<file path="config.mk">
export PLATFORM = sky130hd
export DESIGN_NAME = xnor_correlator
export DESIGN_NICKNAME = d
export VERILOG_FILES = /design/src/rtl/xnor_correlator.sv
export SDC_FILE = /design/constraint.sdc
export NUM_CORES = 1
export LEC_CHECK = 0
export CAP_MARGIN = 20
export CORE_MARGIN = 2
export CORE_UTILIZATION = 44
export DETAILED_ROUTE_END_ITERATION = 8
export HOLD_SLACK_MARGIN = 0.08
export PLACE_DENSITY = 0.84
export SLEW_MARGIN = 10
export SYNTH_ARGS = -nofsm -noshare
export SYNTH_HDL_FRONTEND = slang
export SYNTH_SLANG_ARGS = --single-unit
</file>
<file path="constraint.sdc">
create_clock -name clk -period 5.9 [get_ports clk]
set_input_delay 1.18 -clock clk [delete_from_list [all_inputs] [get_ports clk]]
set_output_delay 1.18 -clock clk [all_outputs]
set_load 0.02 [all_outputs]
</file>
<file path="src/rtl/xnor_correlator.sv">
// xnor_correlator
//   Two-stage pipelined bitwise-XNOR correlator. Each accepted sample yields
//   the per-bit XNOR vector, its popcount and a threshold hit flag, two
//   cycles after it is presented. No backpressure: one sample per cycle.
//
//   Optional feature macro: XNOR_CORR_STATS_EN
//     defined   -> 16-bit saturating hit_total counter with synchronous clear
//     undefined -> no counter flops, hit_total tied to 0, clear ignored
//
// Ports
//   clk        clock, rising edge
//   rst        synchronous active-high reset (flushes both stages)
//   in_valid   qualifies A/B this cycle
//   A, B       WIDTH-bit operands
//   clear      synchronous clear of hit_total only
//   Y          registered XNOR of A and B
//   match_cnt  number of ones in Y (CW = $clog2(WIDTH+1) bits)
//   out_valid  Y / match_cnt / hit valid this cycle
//   hit        match_cnt >= THRESH, qualified by out_valid
//   hit_total  saturating count of hit pulses
module xnor_correlator #(
    parameter  int WIDTH  = 8,
    parameter  int THRESH = WIDTH,
    localparam int CW     = $clog2(WIDTH + 1)
) (
    input  logic             clk,
    input  logic             rst,
    input  logic             in_valid,
    input  logic [WIDTH-1:0] A,
    input  logic [WIDTH-1:0] B,
    input  logic             clear,
    output logic [WIDTH-1:0] Y,
    output logic [CW-1:0]    match_cnt,
    output logic             out_valid,
    output logic             hit,
    output logic [15:0]      hit_total
);

    localparam int          STAGES   = 2;
    localparam logic [CW-1:0] THRESH_C = CW'(THRESH);

    // Unsigned sum of all bits; CW bits always hold WIDTH, so no overflow.
    function automatic logic [CW-1:0] popcount(input logic [WIDTH-1:0] v);
        logic [CW-1:0] s;
        s = '0;
        for (int i = 0; i < WIDTH; i++) s = s + CW'(v[i]);
        return s;
    endfunction

    // vld_pipe[1] is the stage-1 valid, vld_pipe[STAGES] drives out_valid.
    logic [STAGES:1]   vld_pipe;
    logic [WIDTH-1:0]  s1_y;
    logic [CW-1:0]     s1_cnt;

    assign s1_cnt = popcount(s1_y);

    always_ff @(posedge clk) begin
        if (rst) begin
            vld_pipe  <= '0;
            s1_y      <= '0;
            Y         <= '0;
            match_cnt <= '0;
            hit       <= 1'b0;
        end else begin
            vld_pipe <= {vld_pipe[STAGES-1:1], in_valid};
            // Stage 1 only captures qualified samples; otherwise holds.
            if (in_valid) s1_y <= ~(A ^ B);
            // Stage 2 reloads every edge; Y/match_cnt are don't-care
            // while out_valid is low, hit is forced low by the valid term.
            Y         <= s1_y;
            match_cnt <= s1_cnt;
            hit       <= vld_pipe[1] && (s1_cnt >= THRESH_C);
        end
    end

    assign out_valid = vld_pipe[STAGES];

`ifdef XNOR_CORR_STATS_EN
    logic [15:0] total_q;

    // clear beats a same-cycle hit; saturate rather than wrap.
    always_ff @(posedge clk) begin
        if (rst || clear)                      total_q <= '0;
        else if (hit && (total_q != 16'hFFFF)) total_q <= total_q + 16'd1;
    end

    assign hit_total = total_q;
`else
    logic unused_clear;
    assign unused_clear = clear;
    assign hit_total    = 16'h0000;
`endif

endmodule

</file>
* Yosys cells after proc, flatten, opt, wreduce, memory -nomap -nowiden
Index checks and enable logic that the tools add are counted.
Cells by class: order comparisons 1, muxes and demuxes 0, $add $sub $neg 7, reduce and logical (&&, ||, !) cells 1, eq/ne operators 0, shift operators 0, div/mod/pow operators 0, multiply operators 0, bitwise logic cells 2
Operators with widths (count):
- 4-bit by 1-bit adder with 4-bit output | 4
- 8-bit NOT | 1
- 8-bit XOR | 1
- 3-bit by 1-bit adder with 4-bit output | 1
- 4-bit >= comparator, second input constant | 1
- 2-bit by 1-bit adder with 3-bit output | 1
- 1-bit by 1-bit adder with 2-bit output | 1
- 1-bit logical AND | 1
Storage, ports and cells: latch bits 0, memory bits (writable) 0, memories 0, flip-flop bits (word level) 23, memory bits (read-only) 0, bits of input ports 20, word-level logic and storage cells 16

* Depth between registers and ports, before layout
Gate-level depths: netlist (run 1).
depth in word-level cells 9, gate-level depth with buffers 10

* Worst setup path before layout (run 1)
OpenSTA, ideal clock, no wires.
path type register to register, from register s1_y[0], to register match_cnt[2], stages on the path, launching flop included 11, period minus slack after synthesis 2.693 ns, path slack 3.207 ns, data required time 5.780 ns, arrival 2.574 ns, path through dfxtp_1 fa_1 inv_1 fa_1 fa_1 inv_1 ha_1 inv_1 fa_1 xor2_1 nor2_1
Between the ends: cells in the longest elaborated chain, start to end 7
Ends and longest elaborated chain:
- start: declaration | line 52 | logic [WIDTH-1:0] s1_y;
- start signal: assignment | line 67 | if (in_valid) s1_y <= ~(A ^ B);
- 1-bit by 1-bit adder with 2-bit output | line 46 | for (int i = 0; i < WIDTH; i++) s = s + CW'(v[i]);
- 2-bit by 1-bit adder with 3-bit output | line 46
- 3-bit by 1-bit adder with 4-bit output | line 46
- 4-bit by 1-bit adder with 4-bit output (4 in a row) | line 46
- end signal: assignment | line 71 | match_cnt <= s1_cnt;
- end: declaration | line 33 | output logic [CW-1:0] match_cnt,
No other way between the ends. A chain may end at the register's enable or synchronous reset.

* Worst setup path in the final report (run 1)
Ends and elaborated chain as after synthesis.

==> results of run 1 <==
-- where the power goes --
group	total, mW	leakage [nW]	internal (mW)	switching (mW)
logic	0.0885	0.379	0.0427	0.0458
registers	0.172	0.189	0.167	0.00519
clock network	0.0703	0.0177	0.0252	0.0450
total	0.331	0.586	0.235	0.0961
-- metrics by stage --
step | instances | hold WS (ns) | setup WS, ns
2_1_floorplan | 117 | 0.4396 | 3.207
4_1_cts | 164 | 0.4769 | 3.025
5_1_grt | 164 | 0.4872 | 2.894
3_3_place_gp | 160 | 0.4528 | 2.854
6_report | 164 | 0.4755 | 3.052
3_5_place_dp | 160 | 0.4591 | 2.759
-- layout make-up --
type | count | area [um2] | share of cell area [%]
clock buffer | 3 | 22.52 | 1.599
clock inverter | 1 | 5.005 | 0.3552
timing repair buffer | 32 | 320.3 | 22.74
tap | 30 | 37.54 | 2.664
sequential | 23 | 460.4 | 32.68
inverter | 11 | 41.29 | 2.931
multi-input combinational | 64 | 521.8 | 37.03
-- metal layers --
metal / vias up / GRT usage, %
li1: 348 / -
met4: 0 / 5.000
met1: 323 / 12.54
met3: 2 / 3.279
met5: - / 0
met2: 28 / 24.10
-- worst max path at each step --
| stage | depth (start not counted) | to | start |
|---|---|---|---|
| 2_1_floorplan | 10 | match_cnt[2] | s1_y[0] |
| 3_3_place_gp | 3 | s1_y[7] | rst |
| 3_5_place_dp | 3 | s1_y[4] | rst |
| 4_1_cts | 10 | match_cnt[2] | s1_y[0] |
| 5_1_grt | 10 | match_cnt[2] | s1_y[0] |
| 6_report | 10 | match_cnt[2] | s1_y[0] |
-- sequential cells by signal, summed over array words and instances (netlist names) --
name       flops
Y              8
hit            1
match_cnt      4
vld_pipe       2
s1_y           8
-- worst max-delay path, cell delays in order (launching register included) --
cell and delay (ns):
dfxtp_1 0.37, fa_1 0.55, inv_1 0.05, fa_1 0.49, fa_1 0.40, inv_1 0.07
ha_1 0.15, inv_1 0.05, fa_1 0.37, xor2_1 0.16, nor2_1 0.05
-- placed cells by master (no fill, tap or decap), drive strengths merged --
cell / Yosys / layout
ha: 3 / 3
inv: 11 / 11
or2b: 1 / 1
dfxtp: 23 / 23
fa: 4 / 4
nor2b: 5 / 5
clkinv: 0 / 1
nor4bb: 1 / 1
nor2: 6 / 6
nor3b: 1 / 1
xor2: 9 / 9
a21oi: 1 / 1
clkbuf: 0 / 3
and2b: 1 / 1
conb: 1 / 16
clkdlybuf4s50: 0 / 32
o22ai: 8 / 8
nand2b: 8 / 8
-- cell families (layout without fill, tap and decap cells) --
group                    after synthesis  count (layout)  share of synthesized area [%]
adder cells (fa/ha/maj)                7               7                          10.55
AO/OA/AOI/OAI                          9               9                          9.428
XOR/XNOR                               9               9                          7.071
buffers and inverters                 30              47                          16.95
flip-flops                            23              23                          41.30
AND/OR/NAND/NOR                       23              23                          14.37
other                                  1              16                         0.3364
==> impl_summary.md, run 1 <==
Run status
The flow ran to the end, and the final reports show no timing, DRC or antenna violations.

Floorplanning
The number of rows created at floorplan is 18. The die covers 2952 um2. The die width is 54.34 um. The initial core utilization is 45.83%. The floorplan step set the die height to 54.34 um. The core area is 2432 um2. Pin placement for this block handled 50 I/O pins.

STA
Setup repair after global routing left no endpoint under its margin. The number of hold-slack violations in the final timing report was 0. The actual transition at the worst max-transition pin is 0.9344 ns. Summed over all failing endpoints, the final setup total negative slack is 0 ns. The final setup violation count is 0. Across the routed clock network, the largest skew measured is 0.002828 ns. The max-slew violation count is 0. The achievable clock frequency is 351.1 MHz. Subtracting the final worst setup slack from the clock period gives 2.848 ns.

Headroom to the max-slew limit came out at 37.51%. In the finished design, the share of the clock period the worst path needs comes to 48.28%.

Layout
The area growth from synthesis to layout is 26.37%. The final cell area excluding filler cells is 1409 um2. The filler cells instantiated in the layout total 234.

Of the cells placed in the final design, the portion with a size suffix greater than 1 is 16.42%. The net total in the final layout is 162. The number of antenna diodes is 0. The final core area utilization is 57.92%.

Placement
The estimated wirelength of the detail-placed design is 1.290 mm. The post-detailed-placement cell area is 1381 um2. The count of port buffers added during placement is 32. The congestion estimate from routability-driven global placement came to 0.6627.

Critical path
In this run the worst path has a maximum fanout of 3. The data required time at the worst endpoint is 6.07 ns. The worst reg2reg path startpoint is s1_y[0]. For the worst flop-to-flop path, the logic depth is 10. The worst reg-to-reg setup slack is 3.05 ns.

STA classifies the critical path startpoint as a register. The arrival time at the worst endpoint is 3.01 ns. The critical path is of the reg -> reg type. The endpoint identified for the worst register-to-register timing path is match_cnt[2].

The critical path endpoint category is a register.

Clock network
TritonCTS built the clock tree. For the worst-skew pair, the clock arrives at the later sink with an insertion delay of 0.30 ns. The number of hold-repair buffers added at the cts stage is 0. In this run the number of H-tree levels came out at 1. Gates resized during post-CTS repair numbered 0. Clock-pin slew was measured on the worst setup and hold paths at 0.12 ns. The count of buffers added by post-CTS timing repair for setup is 0. For this design, the sink count on the clock tree is 23.

Clock tree synthesis selected as its root buffer the cell clkbuf_4. The clock buffer count from CTS is 3. The clock passes through at most 2 buffers.

Yosys
Of all cell types, the one taking the most synthesized area is dfxtp_1. The number of register bits inferred by synthesis is 23. The most common cell in the netlist is dfxtp_1.

Yosys printed 0 warnings. Ranked by total cell area, the synthesized netlist is headed by dfxtp_1 (41%), buf_4 (11%), o22ai_2 (9.0%). In the synthesized netlist, the number of instances is 102.

The synthesized area is 1115 um2. Summing the sequential cell areas from Yosys gives 41.30% of the chip area. Yosys mapped a number of flops with a built-in enable equal to 0. In this run the biggest area consumer among cell types represents 41.30% of the synthesized area. In this run, distinct cell masters in the synthesized netlist total 20. The average cell area after synthesis is 10.93 um2. For this run, the leading register cell type out of synthesis is dfxtp_1. After synthesis, the share of flip-flops with an asynchronous set or reset is 0%. By count the netlist is led by dfxtp_1 (23), buf_4 (16), inv_1 (10).

Route
Summed over all nets, wire length on met3 after detailed routing comes to 126 um. The detailed router finished its first iteration with 4 violations. The first detailed-routing pass ran for 3 iterations. Dividing the detail-routed via count by the number of cells gives 4.274. The routed via count is 701. The routed design uses 875 um of met2 wire. The uppermost signal routing layer after detailed routing is met4.

After detailed routing, the average wire length per cell comes to 9.963 um. The total detailed-routing wirelength is 1.634 mm. Once detail routing completed, the nets flagged for antenna violations numbered 0.

After detailed routing, the number of remaining DRC violations is 0. The detailed router put a total of 622 um of wire on met1.

Power and ir drop
The power density normalized to cell area is 234.8 nW/um2. The post-layout total power is 0.3308 mW. The worst-case IR drop observed on VDD is 0.0001375 V. In this run the static leakage power is 0.5856 nW.

GRT
The number of antenna violations at the first check in global routing is 0. Entering global routing, the biggest net connects 24 pins. The via count of the first global-routing pass is 676. The sum of overflow across all layers after global routing is 0. Global routing used 12.51% of the available tracks. The global-route wire length before repair is 2.663 mm.

Hold path
The path with the worst hold slack has its endpoint at hit. Counting instances, the worst hold path has a depth of 1. The type of the tightest min-delay check is reg -> reg. The worst hold path begins at vld_pipe[1].

Run
The tool flagged a number of max-cap violations equal to 0.
Power figures use the tool's default switching activity.
==> run 2: changes to the inputs <==
--- a/config.mk
+++ b/config.mk
@@ -7,10 +7,10 @@
 export LEC_CHECK = 0
 export CAP_MARGIN = 20
 export CORE_MARGIN = 2
-export CORE_UTILIZATION = 44
+export CORE_UTILIZATION = 37
 export DETAILED_ROUTE_END_ITERATION = 8
 export HOLD_SLACK_MARGIN = 0.08
-export PLACE_DENSITY = 0.84
+export PLACE_DENSITY = 0.75
 export SLEW_MARGIN = 10
 export SYNTH_ARGS = -nofsm -noshare
 export SYNTH_HDL_FRONTEND = slang
==> constraint.sdc (replaced) <==
create_clock -name clk -period 2.35 [get_ports clk]
set_input_delay 0.47 -clock clk [delete_from_list [all_inputs] [get_ports clk]]
set_output_delay 0.47 -clock clk [all_outputs]
set_load 0.02 [all_outputs]
==> impl_summary.md, run 2 (synthesized netlist as in run 1, its figures left out) <==
Run status
The run finished, with violations left. The checks that failed: DRC, setup timing.

GRT
The total routing resource utilization after global routing was 11.54% (-0.98 points). The sum of overflow across all layers after global routing came to 0 (unchanged). The pin count of the biggest net entering global routing is 23 (-4.2%). The highest-utilization routing layer at the global route stage is met2.

The global-route wire length before repair was 2.925 mm (+9.8%). The met1 capacity usage during global routing is 10.44% (-2.1 points). The routing usage on met3 is 2.198% (-1.1 points). The met2 capacity usage during global routing is 22.54% (-1.6 points).

The via count of the first global-routing pass came to 718 (+6.2%). The number of antenna violations at the first check in global routing is 0 (unchanged).

Route
The total detailed-routing wirelength came to 1.807 mm (+11%). The routed via count divided by cell count is 4.246 (-0.67%). The routed via count is 726 (+3.6%).

The per-cell routed wire length was 10.57 um (+6.1%). The DRC violations left was 1 (+1). The antenna violation net count after detailed routing is 0 (unchanged). The number of detailed-routing iterations run before antenna repair is 8 (+5). The count of routing violations after the opening detailed-route iteration is 10 (+6).

Floorplanning
The die width is 58.89 um (+8.4%). The floorplan die height is 58.89 um (+8.4%). The core area is 2805 um2 (+15%).

The initial core utilization is 39.74% (-6.1 points). The overall die area is 3468 um2 (+17%). The number of I/O pins is 50 (unchanged). The number of rows created at floorplan was 19 (+1).

Layout
The library cell used most frequently in the layout, excluding fill and tap cells, is clkdlybuf4s50_1. The top cell types in the final layout, fill and taps aside, are clkdlybuf4s50_1 (32), dfxtp_1 (22), conb_1 (16). The number of antenna diodes came to 0 (unchanged). In the final layout, the registers with the most flip-flops are Y: 8 flops, s1_y: 8 flops, match_cnt: 4 flops. Relative to the synthesized area, the layout overhead comes to 33.22%.

The net total in the final layout is 168 (+3.7%). The final non-filler cell total came to 171 (+4.3%). The final core area utilization is 52.94% (-5.0 points). The layout cell share with drive strength beyond 1 is 23.57% (+7.2 points).

Clock network
The clock root buffer is clkbuf_4. The number of buffers on the longest clock path was 2 (unchanged). The clock slew seen by the registers of the worst setup and hold paths is 0.12 ns (about the same). The source-to-sink clock delay at the later pin of the worst-skew pair is 0.30 ns (about the same). The clock buffer count from CTS is 3 (unchanged). The clock sink total is 23 (unchanged).

The deepest level of the CTS H-tree is 1 (unchanged). TritonCTS built the clock tree.

Critical path
STA classifies the critical path endpoint as a register. The arrival time at the worst endpoint is 2.93 ns (-0.08 ns). The data required time at the worst endpoint is 2.55 ns (-3.52 ns). The critical path class is reg -> reg. STA classifies the critical path startpoint as a register. The largest driver fanout on the critical path is 2 (-1).

Power and ir drop
The relative contribution of sequential cells to total power was 49.5% (-2.5 points). The switching power of the nets was 0.2542 mW (+160%). The logic gate share of total power was 30.3% (+3.5 points). The switching power share of the total is 29.25% (+0.22 points). The power density normalized to cell area is 585.1 nW/um2 (+150%).

The worst ir drop on vdd is 0.0001904 V (+39%). The total internal power is 0.6148 mW (+160%). The post-layout total power is 0.8690 mW (+160%). The clock network fraction of design power is 20.1% (-1.1 points). The static leakage is 0.6181 nW (+5.5%).

STA
The final setup violation count is 4 (+4). Setup repair after global routing could not meet its margin everywhere. The achievable clock frequency is 366.5 MHz (+4.4%). The setup slack after layout is -0.3785 ns (-3.430 ns). The max-slew violation count was 0 (unchanged). The final critical-path required period is 2.729 ns (-0.1198 ns). The number of hold-slack violations in the final timing report was 0 (unchanged).

The worst slew margin relative to its limit was 62.79% (+25 points). The actual transition at the worst max-transition pin is 0.5582 ns (-0.3762 ns). The worst clock skew is 0.0005227 ns (-0.002306 ns). The accumulated negative setup slack is -1.319 ns (-1.319 ns). The share of the cycle needed by the critical path after routing was 116.1% (+68 points).

Placement
The count of port buffers added during placement is 32 (unchanged). The last weighted congestion value of the routability-driven placer came to 0.6852 (+3.4%). The total placed cells including tap cells was 165 (+3.1%).

The pre-CTS worst setup slack was -0.4355 ns (-3.195 ns). The estimated wirelength of the detail-placed design is 1.418 mm (+9.9%).

Hold path
The type of the tightest min-delay check is reg -> reg.

Run
The total of max-cap violations is 0 (unchanged).
[run 2: changes by cell type in the layout (fill, tap and decap cells not counted), sizes merged]
| cell | before | now |
|---|---|---|
| buf | 0 | 6 |
| clkbuf | 3 | 4 |
| clkinv | 1 | 0 |
[run 2: through the flow]
stage	area, um2	hold WS, ns
global route	1485	0.4958
CTS	1485	0.4797
finish	1485	0.4779
floorplan	1171	0.4396
detailed placement	1413	0.4629
global placement	1413	0.4512
[run 2: power by group through the flow]
stage               Clock [mW]  Sequential, mW  Combinational (mW)
floorplan                    0           0.462               0.140
global placement             0           0.439               0.227
detailed placement           0           0.439               0.236
CTS                      0.183           0.431               0.265
global route             0.197           0.434               0.292
finish                   0.175           0.431               0.263
[run 2: worst paths after layout]
| kind | start | end | slack (ns) | depth (start not counted) |
|---|---|---|---|---|
| min | vld_pipe[1] | hit | 0.48 | 1 |
| min reg2reg | vld_pipe[1] | hit | 0.48 | 1 |
| max reg2reg | s1_y[0] | match_cnt[1] | -0.38 | 9 |
| max | s1_y[0] | match_cnt[1] | -0.38 | 9 |
[run 2: timing repair]
item | CTS | global route
pin swaps | 2 | 1
hold buffers | 0 | 0
setup endpoints to repair | 5 | 5
resized for setup | 9 | 0
buffers inserted | 2 | 0
[run 2: layout make-up]
class	count	area [um2]
fillers	260	1320
multi-input cells	64	548.0
flip-flops and latches	23	461.7
repair buffers	38	369.1
inverters	11	41.29
well taps	31	38.79
clock buffers	4	26.28
[run 2: critical path, cell delays in order (launching register included)]
cell	delay, ns
dfxtp_2	0.35
fa_1	0.53
inv_1	0.05
fa_1	0.49
fa_1	0.42
inv_2	0.08
ha_4	0.13
inv_2	0.04
fa_2	0.51
nor2_1	0.04
[run 2: per-layer routing]
metal | up-vias | part of all wire, %
li1 | 359 | -
met1 | 332 | 35
met2 | 33 | 56
met3 | 2 | 8.4
met4 | 0 | 0.55
met5 | - | 0
